File: src/rtl/regread_port_arbiter.sv
// regread_port_arbiter: shares register-file read ports among selected uops, round-robin with starvation override
module regread_port_arbiter #(
    parameter  int NUM_REQ    = 4,
    parameter  int NUM_PORTS  = 4,
    parameter  int PREG_W     = 6,
    parameter  int STARVE_LIM = 8,
    localparam int IW         = $clog2(NUM_REQ)
) (
    input  logic                        clk,
    input  logic                        rst,
    input  logic [NUM_REQ-1:0]          i_req_valid,
    input  logic [NUM_REQ-1:0]          i_req_need1,
    input  logic [NUM_REQ-1:0]          i_req_need2,
    input  logic [NUM_REQ*PREG_W-1:0]   i_req_src1,
    input  logic [NUM_REQ*PREG_W-1:0]   i_req_src2,
    output logic [NUM_REQ-1:0]          o_grant,
    output logic [NUM_REQ-1:0]          o_hold,
    output logic [NUM_PORTS-1:0]        o_port_valid,
    output logic [NUM_PORTS*PREG_W-1:0] o_port_addr,
    output logic [NUM_PORTS*IW-1:0]     o_port_owner,
    output logic [NUM_PORTS-1:0]        o_port_is_src2
);
    localparam int SW = $clog2(STARVE_LIM) + 1;

    logic [IW-1:0]               r_rr;
    logic [SW-1:0]               r_cnt [NUM_REQ];
    logic [IW-1:0]               w_rr;
    logic [IW-1:0]               w_rr_nxt;
    logic                        w_adv;
    logic [NUM_PORTS-1:0]        w_pv;
    logic [NUM_PORTS-1:0]        w_ps;
    logic [NUM_PORTS*PREG_W-1:0] w_pa;
    logic [NUM_PORTS*IW-1:0]     w_po;

    // While in reset the arbiter behaves as if the pointer were already cleared
    assign w_rr   = rst ? '0 : r_rr;
    assign o_hold = i_req_valid & ~o_grant;

    // Greedy scan: lowest starved requester first, then round-robin from the pointer
    always_comb begin
        int            used;
        logic          star_v;
        logic [IW-1:0] star;
        logic [IW-1:0] idx;
        logic [IW-1:0] last;
        logic [NUM_REQ-1:0] seen;
        logic [PREG_W-1:0]  a;
        logic [PREG_W-1:0]  b;
        logic          shared;
        logic [1:0]    cost;
        o_grant = '0;
        w_pv    = '0;
        w_ps    = '0;
        w_pa    = '0;
        w_po    = '0;
        w_adv   = 1'b0;
        used    = 0;
        star_v  = 1'b0;
        star    = '0;
        idx     = '0;
        last    = '0;
        seen    = '0;
        a       = '0;
        b       = '0;
        shared  = 1'b0;
        cost    = '0;
        for (int i = NUM_REQ - 1; i >= 0; i--) begin
            if (!rst && r_cnt[i] == SW'(STARVE_LIM)) begin
                star_v = 1'b1;
                star   = IW'(i);
            end
        end
        for (int k = 0; k <= NUM_REQ; k++) begin
            idx = (k == 0) ? star : IW'((int'(w_rr) + k - 1) % NUM_REQ);
            if ((k != 0 || star_v) && !seen[idx]) begin
                seen[idx] = 1'b1;
                a         = i_req_src1[idx*PREG_W +: PREG_W];
                b         = i_req_src2[idx*PREG_W +: PREG_W];
                shared    = i_req_need1[idx] & i_req_need2[idx] & (a == b);
                cost      = !i_req_valid[idx] ? 2'd0 : shared ? 2'd1 :
                            {1'b0, i_req_need1[idx]} + {1'b0, i_req_need2[idx]};
                if (int'(cost) <= NUM_PORTS - used) begin
                    o_grant[idx] = 1'b1;
                    if (cost != 2'd0) begin
                        if (i_req_need1[idx]) begin
                            w_pv[used +: 1]         = 1'b1;
                            w_pa[used*PREG_W +: PREG_W] = a;
                            w_po[used*IW +: IW]     = idx;
                            used++;
                        end
                        if (i_req_need2[idx] && !shared) begin
                            w_pv[used +: 1]         = 1'b1;
                            w_ps[used +: 1]         = 1'b1;
                            w_pa[used*PREG_W +: PREG_W] = b;
                            w_po[used*IW +: IW]     = idx;
                            used++;
                        end
                        last  = idx;
                        w_adv = 1'b1;
                    end
                end
            end
        end
        w_rr_nxt = IW'((int'(last) + 1) % NUM_REQ);
    end

    // Register the port allocation, advance the pointer and track starvation
    always_ff @(posedge clk) begin
        if (rst) begin
            r_rr           <= '0;
            o_port_valid   <= '0;
            o_port_addr    <= '0;
            o_port_owner   <= '0;
            o_port_is_src2 <= '0;
            for (int i = 0; i < NUM_REQ; i++) r_cnt[i] <= '0;
        end else begin
            o_port_valid   <= w_pv;
            o_port_addr    <= w_pa;
            o_port_owner   <= w_po;
            o_port_is_src2 <= w_ps;
            if (w_adv) r_rr <= w_rr_nxt;
            for (int i = 0; i < NUM_REQ; i++)
                r_cnt[i] <= (i_req_valid[i] && !o_grant[i]) ?
                            ((r_cnt[i] == SW'(STARVE_LIM)) ? r_cnt[i] : r_cnt[i] + 1'b1) : '0;
        end
    end
endmodule
File: config.mk
export PLATFORM = sky130hd
export DESIGN_NAME = regread_port_arbiter
export DESIGN_NICKNAME = d
export VERILOG_FILES = /design/src/rtl/regread_port_arbiter.sv
export SDC_FILE = /design/constraint.sdc
export NUM_CORES = 1
export LEC_CHECK = 0
export CELL_PAD_IN_SITES_DETAIL_PLACEMENT = 2
export CELL_PAD_IN_SITES_GLOBAL_PLACEMENT = 2
export CORE_UTILIZATION = 30
export CTS_BUF_LIST = sky130_fd_sc_hd__clkbuf_8 sky130_fd_sc_hd__clkbuf_16
export DETAILED_ROUTE_END_ITERATION = 12
export HOLD_SLACK_MARGIN = 0.03
export PLACE_DENSITY_LB_ADDON = 0.12
export SLEW_MARGIN = 25
export SYNTH_ARGS = -nofsm -noshare
export SYNTH_HDL_FRONTEND = slang
export SYNTH_SLANG_ARGS = --single-unit
export TNS_END_PERCENT = 20
File: constraint.sdc
create_clock -name clk -period 25.7 [get_ports clk]
set_input_delay 2.57 -clock clk [delete_from_list [all_inputs] [get_ports clk]]
set_output_delay 2.57 -clock clk [all_outputs]
set_load 0.05 [all_outputs]
---- Yosys cells after proc, flatten, opt, wreduce, memory -nomap -nowiden ----
Memories as Yosys holds them, arrays and structs flattened.
Cells that the tools add are included.
W data, S select, Z words.
word-level totals
  register bits ........................... 42
  logic and storage cells ................. 544
  memories ................................ 1
  memory bits (writable) .................. 16
  bits in read-only memories .............. 0
  bits in latches ......................... 0
  output and inout port bits .............. 48
  input port bits ......................... 62
operators by class
  muxes and demuxes ....................... 322
  divide/modulo/power cells ............... 0
  $add $sub $neg .......................... 57
  $mul .................................... 14
  $lt $le $gt $ge ......................... 14
  bitwise gates (word level) .............. 23
  equal/unequal tests ..................... 9
  reduce and logical (&&, ||, !) cells .... 35
  shift operators ......................... 64
memories
  name   words  width  read ports  clocked after memory_dff  wr ports  RTL line  text
  r_cnt  4      4      4           0                         4         26        logic [SW-1:0] r_cnt [NUM_REQ];
operators by type and width
  operator                   number
  $mux W32                   33
  $neg A32 Y33               27
  $mux W24                   35
  $mux W4                    78
  $shift A1 B33 Y4 const A   9
  $shift A2 B33 Y8 const A   9
  $shift A6 B33 Y24 const A  9
  $shiftx A1 B33 Y4 const A  9
  $shiftx A2 B33 Y8          9
  $shiftx A6 B33 Y24         9
  $mul A32 B3 Y31 const B    9
  $mux W8                    35
  $add A32 B2 Y32 const B    8
  $shiftx A24 B6 Y6          10
  $bwmux W24                 9
  $le A3 B32 Y1              4
  $sub A4 B32 Y32 const A    4
  $bwmux W8                  9
  $mux W2                    32
  $bwmux W4                  13
  $mux W1                    50
  $bmux W1 S2                20
  $eq A6 B6 Y1               5
  $or A4 B4 Y4               6
  18 further kinds           97

---- Logic depth before layout (Yosys ltp) ----
An unclocked memory read counts as a cell.
  word-level depth ........................ 63
  depth in mapped cells ................... 91
  gate-level depth less buffers ........... 79

---- Worst setup path after synthesis ----
OpenSTA, ideal clock, no wires.
  path type ............................... in2out
  start ................................... input port rst
  end ..................................... output port o_hold[0]
  required time ........................... 23.130 ns
  cell stages on the path ................. 66
  data arrival time ....................... 16.934 ns
  buffers on the path ..................... 13
  setup slack ............................. 6.196 ns
  cells stage by stage .................... buf_4 -> or3_1 -> buf_2 -> a21oi_1 -> clkbuf_1 -> mux2_2 -> o21a_1 -> clkbuf_1 -> ha_1 -> nand4_1 -> o21ai_1 -> inv_1 -> ha_1 -> o21ai_0 -> a211oi_1 -> nand2_4 -> buf_4 -> ha_1 -> (+30 left out) -> a211oi_1 -> nand3_1 -> o211a_1 -> o211ai_1 -> o21ai_2 -> nand2_1 -> clkbuf_1 -> buf_1 -> ha_1 -> clkinv_1 -> ha_1 -> a21oi_1 -> a2111oi_0 -> nand4b_1 -> o311a_1 -> a221oi_1 -> nand2_1 -> inv_1
between the ends
  cells in the longest elaborated chain, start to end .. 51
  elaborated cells on any way between the ends .. 211
  those cells by class .................... add/sub (24); mul (5); order compare (14); eq/ne (5); shift (10); mux (111); bitwise (18); reduce/logical (24)
ends and longest elaborated chain
  element                                       RTL line  text
  from (decl)                                   10        input logic rst,
  $logic_not A1 Y1                              68        if (!rst && r_cnt[i] == SW'(STARVE_LIM)) begin
  $logic_and A1 B1 Y1                           68
  $mux W2 (4 in a row)                          68
  $mul A2 B2 Y4 (tied with other cells)         77, 78
  $shiftx A24 B6 Y6 (tied with other cells)     77        a = i_req_src1[idx*PREG_W +: PREG_W];
  $eq A6 B6 Y1 (tied with other cells)          79        shared = i_req_need1[idx] & i_req_need2[idx] & (a == b);
  $and A1 B1 Y1 or $mux W32 (tied branches)     79, 84
  $mux W2 (tied with other cells) (2 in a row)  80        cost = !i_req_valid[idx] ? 2'd0 : shared ? 2'd1 :
  (+31 left out)                                --
  $mux W32                                      82        if (int'(cost) <= NUM_PORTS - used) begin
  $mux W32                                      75        if ((k != 0 || star_v) && !seen[idx]) begin
  $sub A4 B32 Y32                               82
  $le A3 B32 Y1                                 82
  $mux W4                                       82
  $mux W4 (*)                                   75
  $not A4 Y4 (*)                                37        assign o_hold = i_req_valid & ~o_grant;
  $and A4 B4 Y4 (*)                             37
  to (decl)                                     17        output logic [NUM_REQ-1:0] o_hold,
Mark *: on every way between the ends. The rest lies on a longest branch, timed or not. The select of a mux whose other input is x is not followed.

---- Worst setup path after layout ----
  start ................................... input port rst
  end ..................................... register o_port_addr[17]
between the ends
  cells in the longest elaborated chain, start to end .. 58
  elaborated cells on any way between the ends .. 281
  those cells by class .................... add/sub (34); mul (14); order compare (12); eq/ne (5); shift (28); mux (149); bitwise (13); reduce/logical (26)
ends and longest elaborated chain
  element                                       RTL line  text
  $logic_not A1 Y1                              68
  $logic_and A1 B1 Y1                           68
  $mux W2 (4 in a row)                          68
  $mul A2 B2 Y4 (tied with other cells)         77, 78
  $shiftx A24 B6 Y6 (tied with other cells)     77
  $eq A6 B6 Y1 (tied with other cells)          79
  $and A1 B1 Y1 or $mux W32 (tied branches)     79, 84
  $mux W2 (tied with other cells) (2 in a row)  80
  (+38 left out)                                --
  $mul A32 B3 Y31 or $mux W24 (tied branches)   94, 84
  $neg A32 Y33 or $mux W24 (tied branches)      94, 82
  $shiftx A6 B33 Y24 (tied with other cells)    94        w_pa[used*PREG_W +: PREG_W] = b;
  $bwmux W24                                    94
  $mux W24                                      91        if (i_req_need2[idx] && !shared) begin
  $mux W24                                      84        if (cost != 2'd0) begin
  $mux W24                                      82
  $mux W24                                      75
  to (signal assigned)                          118       o_port_addr <= w_pa;
  to (decl)                                     19        output logic [NUM_PORTS*PREG_W-1:0] o_port_addr,
Parallel ways exist; a longest one is shown, timed or not. The select of a mux whose other input is x is not followed.
A chain may end at the register's enable or synchronous reset.

==> results by group <==
Clock network
  • Clk_lat worst skew: 380 ps
  • Number of buffers added for setup after CTS: 0
  • Maximum clock path buffer count: 2
  • CTS clk-pin slew, worst paths: 60 ps
  • CTS Buf Count: 9
  • H-tree depth: 3
  • Clock tree root buffer cell: clkbuf_16
  • PostCTS Resize Cnt: 0
  • CTS Hold Buffers Added: 0
  • CTS tree: built
  • Num Clock Sinks: 58

Die
  • Starting Density: 30.6%
  • Die footprint: 65800 µm²
  • Top Ports: 110
  • Die height: 257 µm
  • Die extent in x: 257 µm
  • CORE AREA: 63500 µm²
  • # rows: 92

Yosys
  • Syn_area_per_cell: 6.93 µm²
  • Synth area leader: ha_1
  • Synth warn: 0
  • Synth area leaders: ha_1 9.8%, nand2_1 6.8%, dfxtp_1 6.0%
  • Seq/Total Area, Yosys: 5.97%
  • Top_reg_cell synth: dfxtp_1
  • Post-Syn Area: 19400 µm²
  • Yosys reg bits: 58
  • Post-synth top area share: 9.79%
  • Syn Nets: 3025
  • Yosys cell types: 135
  • Fraction of registers with async set or reset after synthesis: 0%
  • Mapped Cells: 2805
  • Post-synth EDFFs: 0

Route
  • Final WL: 116 mm
  • Via count: 23601
  • # DRC: 0
  • Detail Route Antenna Nets: 0
  • Avg WL per Cell: 31.7 µm
  • Drt pass-1 iters: 6
  • First DRT Iteration DRCs: 1961
  • Via/cell ratio: 6.43

GRT
  • Initial antenna violation count: 2
  • Largest net degree at the start of global routing: 53
  • Gr ovfl total: 0
  • GRT Util Overall: 34.5%
  • First-pass GRT wire length: 170 mm
  • Vias in the first global route: 24602

Placement
  • Cell Area, Placed: 21200 µm²
  • IO buf count: 109
  • GP Congestion: 0.983
  • Post-DP HPWL: 95.7 mm
  • Dpl ws: 775 ps

STA
  • Final Slew Violations: 0
  • Clock period minus worst slack: 24350 ps
  • Setup TNS: 0 ps
  • Final worst setup slack: 1350 ps
  • Clock Skew: 16.3 ps
  • Slew @ Worst Pin: 1210 ps
  • Hold Violations, Final: 0
  • Crit share post-route: 94.7%
  • Rel. slew slack: 17.3%
  • RSZ-0062 raised after global routing: no
  • Achievable frequency: 41.1 MHz
  • Final setup violation count: 0

Critical path
  • Worst setup startpoint: rst
  • Worst path top cell family by delay: simple AND/OR/NAND/NOR gates
  • Most common cell on crit path: ha_1
  • Crit-path max cell delay: 970 ps
  • CP endpoint kind: flip-flop
  • Worst EP required: 25970 ps
  • Worst reg2reg path startpoint: r_cnt[0][8]
  • Bufs and invs on worst path: 13
  • WP data arrival: 24620 ps
  • Critical path startpoint category: input port
  • Worst-path fanout max: 31
  • CP max stage cell: o32ai_2
  • Crit path kind: input port to flip-flop

Layout
  • Area grow syn2layout: 11.0%
  • FF/Latch Area: 1160 µm²
  • Area taken by multi-input logic gates: 17000 µm²
  • Post-layout util: 33.9%
  • Design Area, Final: 21600 µm²
  • Fillers: 7706
  • Layout cells sized above 1: 8.72%
  • Fin nets: 3037

Run
  • Max Cap Viol: 0

Outcome
  • Status: completed

Worst hold path
  • Tightest Hold Check Type: flip-flop to flip-flop
  • Hold wc startpoint: r_cnt[0][2]
registers in the layout (all words and copies together) (netlist names):
signal          count
o_port_addr        24
o_port_is_src2      4
o_port_owner        8
o_port_valid        4
r_cnt              16
r_rr                2
path summary, 6_finish.rpt:
check / to / slack (ps) / cells after the start
setup reg to reg: o_port_addr[17] / 2620 / 74
hold reg to reg: r_cnt[0][2] / 580 / 2
hold / removal: r_cnt[0][2] / 580 / 2
setup / recovery: o_port_addr[17] / 1350 / 71
layout make-up:
cell class	instances	area share [%]
antenna	2	0.0232
sequential	58	5.38
multi-input combinational	2457	78.9
timing repair buffer	161	6.98
tap	846	4.91
clock buffer	12	1.24
inverter	130	2.41
clock inverter	3	0.180
worst reg2reg max path: cells and delay by family, from the launching register on:
family          cells  cell delay (ps)
xor+xnor            3              570
simple gates       24             6860
fa+ha+maj          12             4430
buf+inv            13             3420
flops               1              340
compound gates     18             5480
mux                 4             1900
cells in the final DEF (no fill, tap or decap), types with 88 or more instances in the layout:
cell             instances
nand2_1                352
nor2_1                 241
mux2i_1                 88
a21oi_1                222
nor3_1                 100
inv_1                  112
xnor2_1                 91
nand3_1                139
ha_1                   150
clkdlybuf4s50_1        100
o21ai_0                137
cell usage after synthesis, types with 14 or more instances:
library cell / number
nand2_1: 352
a21o_1: 20
mux2_2: 14
mux2i_1: 90
buf_1: 15
and3_1: 50
ha_1: 152
nor2b_1: 27
a31oi_1: 50
or3_1: 27
dfxtp_1: 58
xnor2_1: 92
nand4_1: 30
a21oi_1: 222
nor4_1: 36
nand3_1: 139
nand3b_1: 15
clkbuf_1: 106
nor2_1: 241
nor3_1: 101
o22ai_1: 60
or2_2: 14
nand2b_1: 23
a22oi_1: 32
o31ai_1: 16
o21ai_0: 137
inv_1: 111
o21a_1: 17
buf_6: 18
xor2_1: 58
o21bai_1: 14
and2_1: 43
mux4_2: 44
a211oi_1: 38
logic make-up after synthesis:
group,count (synthesis),synth area share (%)
and+or+nand+nor,1163,29.5
xor gates and xnor gates,155,7.30
AOI/OAI and AO/OA,827,29.1
adders and majority gates,158,10.4
muxes,154,11.0
DFF,58,5.97
buffers and inverters,290,6.75
per-stage QoR:
stage | hold slack [ps] | instances
after floorplan | 526 | 2805
after global placement | 552 | 3651
after detailed placement | 580 | 3651
after CTS | 589 | 3666
after global routing | 623 | 3667
final | 579 | 3669
layer usage:
layer	track usage, %	up-vias	routed length [µm]
met5	0	-	0
li1	-	10473	-
met1	44.2	12154	50000
met2	56.4	771	53600
met4	19.0	0	7080
met3	3.71	203	5680
Power is not shown: default switching activity piles up to over one toggle a cycle in this logic, so the estimate is an artifact.
